<file path="src/rtl/exception_commit_pkg.sv">
// ============================================================================
// exception_commit_pkg
// Shared definitions for the exception commit stage: ExcCode values,
// exception-vector bit positions, CP0 register numbers and FSM states.
// Revision: 1.0
// ============================================================================
`default_nettype none

package exception_commit_pkg;

  // 5-bit CP0 Cause.ExcCode values
  localparam logic [4:0] EXC_INT  = 5'd0;
  localparam logic [4:0] EXC_ADEL = 5'd4;
  localparam logic [4:0] EXC_ADES = 5'd5;
  localparam logic [4:0] EXC_SYS  = 5'd8;
  localparam logic [4:0] EXC_BP   = 5'd9;
  localparam logic [4:0] EXC_RI   = 5'd10;
  localparam logic [4:0] EXC_OV   = 5'd12;
  localparam logic [4:0] EXC_TR   = 5'd13;
  localparam logic [4:0] EXC_ERET = 5'd14;

  // Bit positions inside a per-slot exception vector
  localparam int EXC_VEC_W    = 9;
  localparam int EV_ADEL_IF   = 0;
  localparam int EV_RI        = 1;
  localparam int EV_SYS       = 2;
  localparam int EV_BP        = 3;
  localparam int EV_TR        = 4;
  localparam int EV_OV        = 5;
  localparam int EV_ADEL_DATA = 6;
  localparam int EV_ADES      = 7;
  localparam int EV_ERET      = 8;

  // CP0 register numbers and selects that can be forwarded
  localparam logic [4:0] CP0_STATUS    = 5'd12;
  localparam logic [4:0] CP0_CAUSE     = 5'd13;
  localparam logic [4:0] CP0_EPC       = 5'd14;
  localparam logic [4:0] CP0_EBASE     = 5'd15;
  localparam logic [2:0] CP0_SEL_MAIN  = 3'd0;
  localparam logic [2:0] CP0_SEL_EBASE = 3'd1;

  // Commit-stage control states
  typedef enum logic [0:0] {
    ST_IDLE  = 1'b0,
    ST_FLUSH = 1'b1
  } state_t;

endpackage

`default_nettype wire

</file>
<file path="src/rtl/exc_prio_enc.sv">
// ============================================================================
// exc_prio_enc
// Per-slot exception priority encoder: reduces a 9-bit exception vector to
// a hit flag and the ExcCode of the highest-priority pending exception.
// Revision: 1.0
// ============================================================================
`default_nettype none

module exc_prio_enc
  import exception_commit_pkg::*;
(
  input  logic [EXC_VEC_W-1:0] exc_vec,
  output logic                 hit,
  output logic [4:0]           code
);

  // First match wins; fetch-side faults outrank execute and memory faults
  always_comb begin
    hit  = 1'b1;
    code = EXC_INT;
    if (exc_vec[EV_ADEL_IF])        code = EXC_ADEL;
    else if (exc_vec[EV_RI])        code = EXC_RI;
    else if (exc_vec[EV_SYS])       code = EXC_SYS;
    else if (exc_vec[EV_BP])        code = EXC_BP;
    else if (exc_vec[EV_OV])        code = EXC_OV;
    else if (exc_vec[EV_TR])        code = EXC_TR;
    else if (exc_vec[EV_ADEL_DATA]) code = EXC_ADEL;
    else if (exc_vec[EV_ADES])      code = EXC_ADES;
    else if (exc_vec[EV_ERET])      code = EXC_ERET;
    else                            hit  = 1'b0;
  end

endmodule

`default_nettype wire

</file>
<file path="src/rtl/exception_commit.sv">
// ============================================================================
// exception_commit
// Registered exception arbitration between the dual-issue memory stage and
// CP0. Selects at most one exception per cycle (interrupt first, then the
// older slot), gates writeback of squashed slots, and drives flush/redirect.
// Revision: 1.0
// ============================================================================
`default_nettype none

module exception_commit
  import exception_commit_pkg::*;
#(
  parameter int unsigned FLUSH_CYCLES = 1,
  parameter logic [31:0] EXC_OFFSET   = 32'h180
) (
  input  logic                 clk,
  input  logic                 resetn,
  input  logic                 inst1_valid_i,
  input  logic                 inst2_valid_i,
  input  logic [EXC_VEC_W-1:0] inst1_exc_i,
  input  logic [EXC_VEC_W-1:0] inst2_exc_i,
  input  logic [31:0]          inst1_addr_i,
  input  logic [31:0]          inst2_addr_i,
  input  logic                 inst1_ds_i,
  input  logic                 inst2_ds_i,
  input  logic [31:0]          mem_addr_i,
  input  logic [31:0]          cp0_status_i,
  input  logic [31:0]          cp0_cause_i,
  input  logic [31:0]          cp0_epc_i,
  input  logic [31:0]          cp0_ebase_i,
  input  logic                 cp0_we_i,
  input  logic [4:0]           cp0_waddr_i,
  input  logic [2:0]           cp0_wsel_i,
  input  logic [31:0]          cp0_wdata_i,
  output logic                 exception_flag_o,
  output logic [4:0]           exception_type_o,
  output logic                 exception_first_inst_o,
  output logic [31:0]          inst1_addr_o,
  output logic [31:0]          inst2_addr_o,
  output logic [31:0]          mem_addr_o,
  output logic                 is_in_delayslot1_o,
  output logic                 is_in_delayslot2_o,
  output logic                 inst1_commit_o,
  output logic                 inst2_commit_o,
  output logic                 flush_o,
  output logic [31:0]          new_pc_o
);

  // Counter reload value; FLUSH is left when the counter reads zero
  localparam logic [2:0] FLUSH_LOAD = 3'(FLUSH_CYCLES - 1);

  state_t      state;
  logic [2:0]  flush_cnt;

  logic [7:0]  im_fwd;
  logic        ie_fwd;
  logic        exl_fwd;
  logic [31:0] epc_fwd;
  logic [31:0] ebase_fwd;
  logic        int_pending;

  logic        slot1_live;
  logic        slot2_live;
  logic        hit1;
  logic        hit2;
  logic [4:0]  code1;
  logic [4:0]  code2;

  logic        take;
  logic [4:0]  take_code;
  logic        take_first;
  logic        commit1_nx;
  logic        commit2_nx;
  logic [31:0] target_pc;

  // Status bits and Cause bits that play no part in arbitration
  logic        unused_cp0_bits;
  assign unused_cp0_bits = ^{cp0_status_i[31:16], cp0_status_i[7:2],
                             cp0_cause_i[31:16], cp0_cause_i[7:0]};

  // Wrong-path slots during FLUSH behave exactly like empty slots
  assign slot1_live = inst1_valid_i && (state == ST_IDLE);
  assign slot2_live = inst2_valid_i && (state == ST_IDLE);

  exc_prio_enc u_prio_slot1 (
    .exc_vec (inst1_exc_i),
    .hit     (hit1),
    .code    (code1)
  );

  exc_prio_enc u_prio_slot2 (
    .exc_vec (inst2_exc_i),
    .hit     (hit2),
    .code    (code2)
  );

  // Bypass an MTC0 still in writeback so this cycle sees the new CP0 state
  always_comb begin
    im_fwd    = cp0_status_i[15:8];
    ie_fwd    = cp0_status_i[0];
    exl_fwd   = cp0_status_i[1];
    epc_fwd   = cp0_epc_i;
    ebase_fwd = cp0_ebase_i;
    if (cp0_we_i) begin
      if (cp0_wsel_i == CP0_SEL_MAIN && cp0_waddr_i == CP0_STATUS) begin
        im_fwd  = cp0_wdata_i[15:8];
        ie_fwd  = cp0_wdata_i[0];
        exl_fwd = cp0_wdata_i[1];
      end
      if (cp0_wsel_i == CP0_SEL_MAIN && cp0_waddr_i == CP0_EPC) begin
        epc_fwd = cp0_wdata_i;
      end
      if (cp0_wsel_i == CP0_SEL_EBASE && cp0_waddr_i == CP0_EBASE) begin
        ebase_fwd = cp0_wdata_i;
      end
    end
  end

  assign int_pending = (|(cp0_cause_i[15:8] & im_fwd)) && ie_fwd && !exl_fwd;

  // Arbitrate: interrupt on the oldest live slot, else slot 1, else slot 2
  always_comb begin
    take       = 1'b0;
    take_code  = EXC_INT;
    take_first = 1'b0;
    commit1_nx = slot1_live;
    commit2_nx = slot2_live;
    if (int_pending && (slot1_live || slot2_live)) begin
      take       = 1'b1;
      take_code  = EXC_INT;
      take_first = slot1_live;
      commit1_nx = 1'b0;
      commit2_nx = 1'b0;
    end else if (slot1_live && hit1) begin
      take       = 1'b1;
      take_code  = code1;
      take_first = 1'b1;
      commit1_nx = 1'b0;
      commit2_nx = 1'b0;
    end else if (slot2_live && hit2) begin
      take       = 1'b1;
      take_code  = code2;
      take_first = 1'b0;
      commit1_nx = slot1_live;
      commit2_nx = 1'b0;
    end
  end

  // ERET returns to EPC; every other exception enters the general vector
  assign target_pc = (take_code == EXC_ERET) ? epc_fwd : (ebase_fwd + EXC_OFFSET);

  // Control FSM plus all registered outputs toward CP0 and the pipeline
  always_ff @(posedge clk) begin
    if (!resetn) begin
      state                  <= ST_IDLE;
      flush_cnt              <= 3'd0;
      exception_flag_o       <= 1'b0;
      exception_type_o       <= 5'd0;
      exception_first_inst_o <= 1'b0;
      inst1_addr_o           <= 32'd0;
      inst2_addr_o           <= 32'd0;
      mem_addr_o             <= 32'd0;
      is_in_delayslot1_o     <= 1'b0;
      is_in_delayslot2_o     <= 1'b0;
      inst1_commit_o         <= 1'b0;
      inst2_commit_o         <= 1'b0;
      flush_o                <= 1'b0;
      new_pc_o               <= 32'd0;
    end else begin
      exception_flag_o       <= take;
      exception_type_o       <= take_code;
      exception_first_inst_o <= take_first;
      inst1_addr_o           <= inst1_addr_i;
      inst2_addr_o           <= inst2_addr_i;
      mem_addr_o             <= mem_addr_i;
      is_in_delayslot1_o     <= inst1_ds_i;
      is_in_delayslot2_o     <= inst2_ds_i;
      inst1_commit_o         <= commit1_nx;
      inst2_commit_o         <= commit2_nx;
      case (state)
        ST_IDLE: begin
          if (take) begin
            state     <= ST_FLUSH;
            flush_cnt <= FLUSH_LOAD;
            flush_o   <= 1'b1;
            new_pc_o  <= target_pc;
          end
        end
        ST_FLUSH: begin
          if (flush_cnt == 3'd0) begin
            state   <= ST_IDLE;
            flush_o <= 1'b0;
          end else begin
            flush_cnt <= flush_cnt - 3'd1;
          end
        end
        default: begin
          state   <= ST_IDLE;
          flush_o <= 1'b0;
        end
      endcase
    end
  end

endmodule

`default_nettype wire

</file>
<file path="config.mk">
export PLATFORM = sky130hd
export DESIGN_NAME = exception_commit
export DESIGN_NICKNAME = d
export VERILOG_FILES = /design/src/rtl/exception_commit_pkg.sv /design/src/rtl/exc_prio_enc.sv /design/src/rtl/exception_commit.sv
export SDC_FILE = /design/constraint.sdc
export NUM_CORES = 1
export LEC_CHECK = 0
export CORE_AREA = 2 2 165 167
export CTS_CLUSTER_SIZE = 10
export DETAILED_ROUTE_END_ITERATION = 8
export DIE_AREA = 0 0 167 169
export GPL_TIMING_DRIVEN = 0
export PLACE_DENSITY = 0.65
export SYNTH_ARGS = -nofsm -noshare
export SYNTH_HDL_FRONTEND = slang
export SYNTH_SLANG_ARGS = --single-unit
</file>
<file path="constraint.sdc">
create_clock -name clk -period 7.75 [get_ports clk]
set_input_delay 1.55 -clock clk [delete_from_list [all_inputs] [get_ports clk]]
set_output_delay 1.55 -clock clk [all_outputs]
set_load 0.01 [all_outputs]
</file>
==> flow_metrics.tcl <==
set metrics [dict create \
    synth_cell_types 56 \
    avgSynthCellArea_um2 8.78 \
    layout_min_cycle_time_ns 5.21 \
    p_int_mw 1.49 \
    clk_pin_slew_ns 0.07 \
    syn_to_final_growth_pct 73.5 \
    p_clk_share_pct 40.3 \
    viasPerCell 4.64 \
    grt_pass1_wl_mm 40.0 \
    power_frac_comb_pct 20.6 \
    max_stage_delay_ns 0.72 \
    required_ns 8.07 \
    place_congestion 0.829 \
    place_area_um2 10700 \
    fmax_mhz 192 \
    dr.first_iter.drc_count 441 \
    final_cell_area_um2 11300 \
    synthCells 743 \
    crit_family "simple AND/OR/NAND/NOR gates" \
    crit_top_cell "nand2b_1" \
    worst-path-buf-inv 3 \
    cts_root_buf "clkbuf_16" \
    r2r_slack_ns 5.02 \
    drv_slew 0 \
    synth_area_um2 6530 \
    ir_worst_vdd_v 0.000155 \
    drive_gt1_share_pct 6.41 \
    antenna_found_initial 0 \
    p_seq_share_pct 39.1 \
    max_slew_margin_pct 38.0 \
    rsz0062_at_grt "no" \
    total_power_mw 2.06 \
    ys_ff_latch 143 \
    die_h_um 169 \
    yosys_warnings 0 \
    async_flop_share_pct 0 \
    tightest_slew_ns 0.923 \
    crit_path_end_kind "flip-flop" \
    synth-edff-count 0 \
    hold_ws_ns 0.450 \
    post-route-period-util_pct 67.2 \
    fp.dieW_um 167 \
    clockBufferDepth 2 \
    synth_area_leader_cell "dfxtp_1" \
    cts_tree "yes" \
    yosysTopAreaCellShare_pct 43.9 \
    grt.total_usage_pct 18.3 \
    synth_nets 1035 \
    synthTopCellsByArea "dfxtp_1, and2_1, nand2_1, mux2i_1, nor2_1" \
    hold-path-cell-count 2 \
    clock_skew_ns 0.0167 \
    setup_viol 0 \
    die_area_um2 28200 \
    drv_cap 0 \
    critical_path_peak_fanout 10 \
    arrival_ns 5.53 \
    r2r-start "state" \
    start_kind "primary input" \
    drt-total-wl_mm 26.7 \
    dp_hpwl_mm 21.1 \
    drtAntennaViolNets 0 \
    r2r-end "new_pc_o[8]" \
    crit_start "cp0_waddr_i[3]" \
    row_count 60 \
    ios 429 \
    min_delay_worst_endpoint "new_pc_o[2]" \
    switching_share_pct 27.7 \
    drc 0 \
    initial_core_util_pct 24.6 \
    cts.repair.resized 0 \
    clkSinkCount 143 \
    placed_cells 1463 \
    critical_path.slowest_cell "nor3_1" \
    hold_class "reg2reg" \
    min_from "new_pc_o[2]" \
    clk_latency_ns 0.42 \
    grt_overflow 0 \
    p_sw_mw 0.569 \
    crit_chain "clkdlybuf4s50_1, nand4bb_4, or4_1, clkbuf_1, buf_2, mux2i_1, ha_1, nand2b_1, nor3_1, mux2_2, o211ai_1, xnor2_1, nand2b_1, a32o_1" \
    ys_seq_area_share_pct 43.9 \
    n_fill_cell 2625 \
    status "finished, final reports clean" \
    antennaDiodeCount 0 \
    synth_ff_type "dfxtp_1" \
    h-tree-depth 4 \
    grt_pass1_vias 6931 \
    port-buffer-count 379 \
    ff2ff_path_depth 7 \
    power.density_nw_per_um2 182 \
    tns_ns 0 \
    num_vias 6936 \
    fp.coreArea_um2 26500 \
    grt_max_degree 17 \
    nNetsFinal 1433 \
    p_leak_nw 4.38 \
    path_class "in2reg" \
    routedWlPerCell_um 17.9 \
    hold_violations 0 \
    numCtsBuffers 17 \
    drt_pass1_iterations 5 \
    post_cts_buffers 0 \
    holdBufCountCts 0 \
    instances_no_fill 1495 \
]
sequential cells by signal, indices dropped and copies added, names as in the netlist:
| signal | flops |
|---|---|
| state | 1 |
| flush_cnt | 3 |
| flush_o | 1 |
| is_in_delayslot2_o | 1 |
| inst2_addr_o | 32 |
| is_in_delayslot1_o | 1 |
| inst1_addr_o | 32 |
| mem_addr_o | 32 |
| exception_first_inst_o | 1 |
| inst2_commit_o | 1 |
| exception_flag_o | 1 |
| new_pc_o | 32 |
| exception_type_o | 4 |
| inst1_commit_o | 1 |
per-layer routing:
layer	routed length, µm	vias up	track usage, %
met5	0	-	0
met4	469	0	5.43
met3	1890	25	4.14
met2	13400	315	32.7
met1	11000	3214	21.9
li1	-	3382	-
per-stage QoR:
step                setup WS (ns)  utilization [%]
floorplan                    3.25                -
global placement             2.11             40.6
detailed placement           2.11             40.6
CTS                          2.54             42.7
global route                 2.31             42.7
finish                       2.54             42.7
power by group through the flow:
stage / combinational [mW] / sequential (mW) / clock [mW]
after floorplan: 0.120 / 0.844 / 0
after global placement: 0.423 / 0.821 / 0
after detailed placement: 0.426 / 0.822 / 0
after CTS: 0.429 / 0.805 / 0.851
after global routing: 0.455 / 0.810 / 0.884
final: 0.424 / 0.805 / 0.829
final cells by class:
type                       instances  area (µm²)  area share (%)
clock buffer                      17         425            3.76
buffer                            43         196            1.73
sequential                       143        2860            25.3
tap                              341         427            3.77
clock inverter                    15         150            1.33
inverter                          15        56.3           0.497
timing repair buffer             379        3790            33.5
multi-input combinational        542        3410            30.1
worst register-to-register path, delay by kind of cell (launching register included):
family | cells | cell delay (ns)
muxes | 1 | 0.40
AOI/OAI and AO/OA | 3 | 0.94
and+or+nand+nor | 2 | 0.54
DFF | 1 | 0.35
buffers and inverters | 1 | 0.44
cell usage in the layout (no fill, tap or decap), drive strengths merged, types with 8 or more instances in the layout:
master,netlist,final
and3,18,18
nor2,56,56
nand4,17,17
xor2,19,19
dfxtp,143,143
xnor2,13,13
and2,100,100
clkdlybuf4s50,0,379
a211oi,10,10
o21ai,24,24
a22oi,8,8
inv,15,23
nor3,19,19
a21oi,29,29
nand3,38,38
mux2,14,14
buf,15,15
nand2b,8,8
o31ai,22,22
clkbuf,28,45
mux2i,22,22
nand2,71,71
how the worst max path moves through the flow:
stage                               to  slack [ns]  cells past startpoint
after floorplan           new_pc_o[29]        3.25                     13
after global placement    new_pc_o[29]        2.11                     14
after detailed placement  new_pc_o[29]        2.11                     14
after CTS                 new_pc_o[29]        2.54                     14
after global routing      new_pc_o[29]        2.31                     14
final                     new_pc_o[29]        2.54                     14
logic make-up (layout without fill, tap and decap cells):
family | after synthesis | count (layout) | share of synthesized area, %
other | 1 | 1 | 0.0575
and+or+nand+nor | 352 | 352 | 29.2
buffers and inverters | 58 | 469 | 3.87
DFF | 143 | 143 | 43.9
xor gates and xnor gates | 32 | 32 | 4.29
muxes | 36 | 36 | 5.79
adders and majority gates | 3 | 3 | 0.575
AOI/OAI and AO/OA | 118 | 118 | 12.4
cell usage after synthesis, drive strengths merged (2+ instances only):
cell,n
or4,2
inv,15
clkbuf,28
nand2b,8
a41oi,3
nand4,17
a31oi,5
xor2,19
o31ai,22
nor2,56
o21ai,24
ha,3
or3,7
and2,100
mux2,14
mux2i,22
nand3,38
nor2b,2
dfxtp,143
xnor2,13
buf,15
nand2,71
a211oi,10
a22oi,8
and4,6
o2111ai,2
a21oi,29
a31o,2
and3,18
o211ai,3
nor4,4
nor3,19
o32ai,2
a311oi,3
(Power assumes the default switching activity.)
